$ cat config.mk
export PLATFORM = sky130hd
export DESIGN_NAME = rr_reg_arbiter
export DESIGN_NICKNAME = d
export VERILOG_FILES = /design/src/rtl/rr_reg_arbiter.sv
export SDC_FILE = /design/constraint.sdc
export NUM_CORES = 1
export LEC_CHECK = 0
export BUFFER_PORTS_ARGS = -buffer_cell sky130_fd_sc_hd__buf_2
export CAP_MARGIN = 10
export CORE_MARGIN = 4
export CORE_UTILIZATION = 42
export CTS_BUF_LIST = sky130_fd_sc_hd__clkbuf_8
export DETAILED_ROUTE_END_ITERATION = 12
export GPL_TIMING_DRIVEN = 0
export PLACE_DENSITY = 0.88
export SYNTH_ARGS = -nofsm -noshare
export SYNTH_HDL_FRONTEND = slang
export SYNTH_SLANG_ARGS = --single-unit
$ cat constraint.sdc
create_clock -name clk -period 2 [get_ports clk]
set_clock_uncertainty 0.2 [all_clocks]
set_input_delay 0.4 -clock clk [delete_from_list [all_inputs] [get_ports clk]]
set_output_delay 0.4 -clock clk [all_outputs]
set_load 0.005 [all_outputs]
$ cat src/rtl/rr_reg_arbiter.sv
// Round-robin arbiter feeding one shared output register over a valid/ready
// handshake, with optional per-requester lock for back-to-back ownership.
module rr_reg_arbiter #(
    parameter int WIDTH   = 32,
    parameter int NUM_REQ = 4,
    localparam int IDX_W  = $clog2(NUM_REQ)
) (
    input  logic                     clk,
    input  logic                     reset,
    input  logic [NUM_REQ-1:0]       req,
    input  logic [NUM_REQ-1:0]       lock,
    input  logic [NUM_REQ*WIDTH-1:0] data,
    output logic [NUM_REQ-1:0]       grant,
    output logic [WIDTH-1:0]         out,
    output logic [IDX_W-1:0]         out_src,
    output logic                     out_valid,
    input  logic                     out_ready
);

    typedef enum logic {
        EMPTY = 1'b0,
        FULL  = 1'b1
    } state_t;

    state_t           state;
    state_t           state_next;
    logic [IDX_W-1:0] ptr;
    logic [IDX_W-1:0] owner;
    logic             owner_valid;
    logic [IDX_W-1:0] win;
    logic [IDX_W:0]   scan;
    logic             found;
    logic             can_accept;
    logic             xfer;
    logic             deliver;

    assign out_valid  = (state == FULL);
    assign can_accept = !out_valid || out_ready;
    assign xfer       = |(req & grant);
    assign deliver    = out_valid && out_ready;

    // A held lock restricts the grant to the owner, even when the owner is idle.
    always_comb begin
        grant = '0;
        win   = '0;
        found = 1'b0;
        scan  = '0;
        if (!reset && can_accept) begin
            if (owner_valid) begin
                win          = owner;
                grant[owner] = req[owner];
            end else begin
                for (int k = 0; k < NUM_REQ; k++) begin
                    scan = {1'b0, ptr} + (IDX_W+1)'(k);
                    if (scan >= (IDX_W+1)'(NUM_REQ)) begin
                        scan = scan - (IDX_W+1)'(NUM_REQ);
                    end
                    if (!found && req[scan[IDX_W-1:0]]) begin
                        found = 1'b1;
                        win   = scan[IDX_W-1:0];
                    end
                end
                if (found) begin
                    grant[win] = 1'b1;
                end
            end
        end
    end

    // A new transfer wins over a same-edge delivery, keeping the register full.
    always_comb begin
        state_next = state;
        if (xfer) begin
            state_next = FULL;
        end else if (deliver) begin
            state_next = EMPTY;
        end
    end

    always_ff @(posedge clk) begin
        if (reset) begin
            state <= EMPTY;
        end else begin
            state <= state_next;
        end
    end

    always_ff @(posedge clk) begin
        if (reset) begin
            out         <= '0;
            out_src     <= '0;
            ptr         <= '0;
            owner       <= '0;
            owner_valid <= 1'b0;
        end else if (xfer) begin
            out         <= data[int'(win)*WIDTH +: WIDTH];
            out_src     <= win;
            ptr         <= (win == IDX_W'(NUM_REQ-1)) ? '0 : win + IDX_W'(1);
            owner       <= win;
            owner_valid <= lock[win];
        end else if (owner_valid && !req[owner]) begin
            owner_valid <= 1'b0;
        end
    end

endmodule

# == Yosys cells after proc, flatten, opt, wreduce, memory -nomap -nowiden ==
# Index checks and enable logic that the tools add are counted.
# totals
inputBits,139
out_inout_bits,39
register_bits,38
# classes
n_lt_le_gt_ge,13
n_reduce_logical,18
addsub,8
bitwise_logic,2
n_shift,1
n_eq_ne,1
n_mux,56
# ops
operator,n
$shiftx A128 B8 Y32,1
$mux W2,21
$mux W1,24
$lt A2 B3 Y1 const B,7
$bmux W1 S2,6
$mux W4,3
$ge A3 B3 Y1 const B,3
$and A4 B4 Y4,2
$logic_and A1 B1 Y1,8
$sub A2 B1 Y2 const B,4
$add A2 B2 Y3 const B,2
$logic_not A1 Y1,6
$demux W1 S2,2
$ge A2 B1 Y1 const B,2
$reduce_bool A2 Y1,2
$reduce_or A4 Y1,1
$add A2 B1 Y3 const B,1
$ge A2 B3 Y1 const B,1
$add A2 B1 Y2 const B,1
$eq A2 B2 Y1 const B,1
$logic_or A1 B1 Y1,1

# == Depth between registers and ports, before layout ==
# logic_depth
word_depth,34
ltp_mapped,9
ltp_nobuf,6

# == Worst setup path after synthesis ==
# Ideal clock, no wire load.
# synth_timing
kind,input port to flip-flop
from,in req[0]
to,reg out[0]
required_time_ns,1.678
setup_time_ns,0.122
arrival_ns,1.861
path_slack_ns,-0.183
stages,9
path_cell_list,buf_4 -> nor2b_1 -> o21a_1 -> o31ai_4 -> nand2_2 -> buf_6 -> buf_6 -> a211oi_2 -> o31ai_2
# synth_between
elab_chain_len,29
word_cells_on_any_way,48
# synth_rtl
element,line,source
"start, declared",10,"input logic [NUM_REQ-1:0] req,"
$bmux W1 S2,58,if (!found && req[scan[IDX_W-1:0]]) begin
$mux W1 (implied by the code),58,
$mux W1,58,
$mux W1,49,if (owner_valid) begin
$mux W1,48,if (!reset && can_accept) begin
$logic_not A1 Y1,58,
$logic_and A1 B1 Y1,58,
$mux W1,58,
(+13 left out),-,
$logic_and A1 B1 Y1 (implied by the code),64,grant[win] = 1'b1;
$mux W1 (implied by the code),64,
$demux W1 S2,64,
$mux W4,63,if (found) begin
$mux W4,49,
$mux W4,48,
$and A4 B4 Y4,39,assign xfer = |(req & grant);
$reduce_or A4 Y1,39,
"end signal, assigned",96,out <= data[int'(win)*WIDTH +: WIDTH];
"end, declared",14,"output logic [WIDTH-1:0] out,"
# Several ways; a longest one is shown, not always the timed one. The select of a mux whose other input is x is not followed.
# A chain may end at the register's enable or synchronous reset.

# == Worst setup path in the final report ==
# layout_timing
from,in req[2]
to,out grant[1]
# layout_between
elab_chain_len,27
word_cells_on_any_way,43
# layout_rtl
element,line,source
$bmux W1 S2,58,
$mux W1 (implied by the code),58,
$mux W1,58,
$mux W1,49,
$mux W1,48,
$logic_not A1 Y1,58,
$logic_and A1 B1 Y1,58,
$mux W1,58,
(+11 left out),-,
$mux W2,48,
$lt A2 B3 Y1 (implied by the code) or $ge A2 B1 Y1 (tied branches),64,
$logic_and A1 B1 Y1 (implied by the code),64,
$mux W1 (implied by the code),64,
$demux W1 S2,64,
$mux W4,63,
$mux W4 (*),49,
$mux W4 (*),48,
"end, declared",13,"output logic [NUM_REQ-1:0] grant,"
# Mark *: on every way between the ends. The rest lies on a longest branch, timed or not. The select of a mux whose other input is x is not followed.

==> qor.yml <==
ys_top_cells_by_area: "dfxtp_1 (24%), and3_1 (13%), a211oi_2 (12%), o31ai_2 (10%), a211oi_1 (8.7%)"
period_share: 1.148
synth_cell_types: 41
gp_congestion: 0.9440
area_growth_pct: 64.93
cts_num_sinks: 38
vias: 3897
synth_top_cell_by_area: "dfxtp_1"
grt_pass1_vias: 3976
ys.warnings.count: 0
grt_pass1_wl_um: 19090
ys_seq_area_frac: 0.2437
ys_async_sr_fraction: 0
power.total_mw: 6.491
finalInstanceArea_um2: 5149
synth_edf_count: 0
dp_cells: 631
cts_root_buf: "clkbuf_8"
hold_violations: 0
r2r_slack_ps: -200
worstSkewPairLatency_ps: 290
synthFlopType: "dfxtp_1"
final_cell_count_no_fill: 666
achievable-frequency_ghz: 0.4355
track_usage: 0.2701
dr.pass1.iters: 4
violations: "negative setup slack"
finalWirelength_um: 13020
postCtsHoldBufs: 0
syn_avg_cell_area_um2: 8.769
synthCells: 356
num_rows: 31
grt_max_degree: 12
dp_hpwl_um: 8934
finalSetupViolCount: 39
hold_slack_ps: 145.1
dieArea_um2: 8876
status: "finished with violations"
yosys-top-cells-count: "and3_1 (66), dfxtp_1 (38), a211oi_1 (36), nand4_1 (33), a211oi_2 (31)"
tightest_slew_ps: 533.7
final_antenna_net_count: 0
slew_violations: 0
reg2reg_from: "ptr[1]"
worstSetupPathType: "input pin to output pin"
fillers: 564
syn_nets: 495
dp_slack_ps: -537.7
timing.rr.end: "out[13]"
cts_tree: "built"
slew_headroom: 0.6442
routedWlPerCell_um: 19.55
io_buffer_count: 176
worst_ep_required_time_ps: 1400
dr.first_iter.drc_count: 142
hp-class: "input pin to flip-flop"
gr-total-overflow: 0
clockBufferDepth: 2
ys_ff_latch: 38
h-tree-depth: 2
drv_cap: 0
cp-end-kind: "output pin"
clkSlewWorstSetupHoldPaths_ps: 80
cp_max_fo: 6
drc: 0
fin_nets: 705
boundaryPins: 178
leakagePower_nw: 2.403
rsz0062_at_grt: "yes"
ir_drop_mv: 0.6510
viasPerCell: 5.851
cts_made_buffers: 5
antenna_found_initial: 0
worst_setup_path_start_kind: "input pin"
insertedDiodeCount: 0
drive_gt1_frac: 0.6667
yosysMostFrequentCell: "and3_1"
die_w_um: 94.22
endpoint: "grant[1]"
crit_path_start: "req[2]"
r2r_cells: 9
netlist_area_um2: 3122
powerDensity_nw_per_um2: 1261
worst_ep_arrival_time_ps: 1700
dpl-instance-area_um2: 4314
yosysTopAreaCellShare: 0.2437
initial_core_util: 0.4304
die_h_um: 94.22
min_period_ps: 2296
core_um2: 7253
setup_ws_ps: -296.3
-- worst min-delay path by stage --
| stage | slack [ps] | from | end | depth (start not counted) |
|---|---|---|---|---|
| after global placement | 260 | out[31] | out[31] | 2 |
| final | 150 | reset | out_valid | 2 |
| after CTS | 140 | reset | ptr[0] | 2 |
| after global routing | 140 | reset | out_valid | 2 |
| after floorplan | 270 | out[24] | out[24] | 2 |
| after detailed placement | 270 | out[31] | out[31] | 2 |
-- sequential cells by signal (all words and copies together), names as in the netlist --
signal       flops
out             32
out_valid        1
owner            2
owner_valid      1
ptr              2
-- metrics by stage --
stage | TNS (ps) | utilization
floorplan | -2385 | -
global placement | -18350 | 0.5948
detailed placement | -19390 | 0.5948
CTS | -5192 | 0.6776
global route | -9134 | 0.7099
finish | -6532 | 0.7099
-- cell type report --
| class | instances | area [µm²] | share of cell area |
|---|---|---|---|
| clock buffers | 6 | 82.58 | 0.01604 |
| clock inverters | 2 | 8.758 | 0.001701 |
| multi-input cells | 271 | 2510 | 0.4875 |
| repair buffers | 204 | 1216 | 0.2362 |
| well taps | 99 | 123.9 | 0.02406 |
| inverters | 3 | 16.27 | 0.003159 |
| flip-flops and latches | 38 | 769.5 | 0.1495 |
| plain buffers | 43 | 421.7 | 0.08190 |
-- layout by cell type (no fill, tap or decap), drive strengths merged, types with 2 or more instances in the layout --
cell type,n
o21a,3
nor2b,5
o31ai,34
nand3,3
o21ai,2
nand2b,3
nor2,12
inv,4
clkbuf,22
dfxtp,38
a21oi,8
nand2,13
nand4,33
nor3,5
a211oi,67
or2,2
and2,3
buf,231
and3,66
-- critical path: stages --
cell	delay [ps]
buf_2	130
nor2b_2	190
a211oi_4	370
nor2_1	130
o22a_1	250
nor2_4	110
buf_2	120
-- report_power, final --
part	leakage [nW]	switching [mW]	total [mW]	internal (mW)
clock	0.0524	0.279	0.552	0.273
combinational	2.03	2.33	4.60	2.28
sequential	0.318	0.231	1.34	1.10
-- layer usage --
| layer | wire length, µm | share of wire | GRT usage | vias up |
|---|---|---|---|---|
| met5 | 0 | 0 | 0 | - |
| li1 | - | - | - | 1833 |
| met2 | 6738 | 0.52 | 0.5018 | 184 |
| met4 | 271 | 0.021 | 0.07100 | 0 |
| met3 | 1048 | 0.080 | 0.05208 | 23 |
| met1 | 4963 | 0.38 | 0.3126 | 1857 |
-- cells by family (layout without fill, tap and decap cells) --
| family | Yosys count | count (layout) | synth area share |
|---|---|---|---|
| mux | 1 | 1 | 0.003207 |
| flops | 38 | 38 | 0.2437 |
| buf+inv | 47 | 258 | 0.08257 |
| compound gates | 122 | 122 | 0.3928 |
| simple gates | 148 | 148 | 0.2778 |
-- repair_timing --
action	4_1_cts	5_1_grt
buffers inserted	14	9
resized for setup	71	54
endpoints found under the setup margin	39	41
pin swaps	20	37
cloned	6	0
Note: power is estimated with default switching activity, not from simulation.
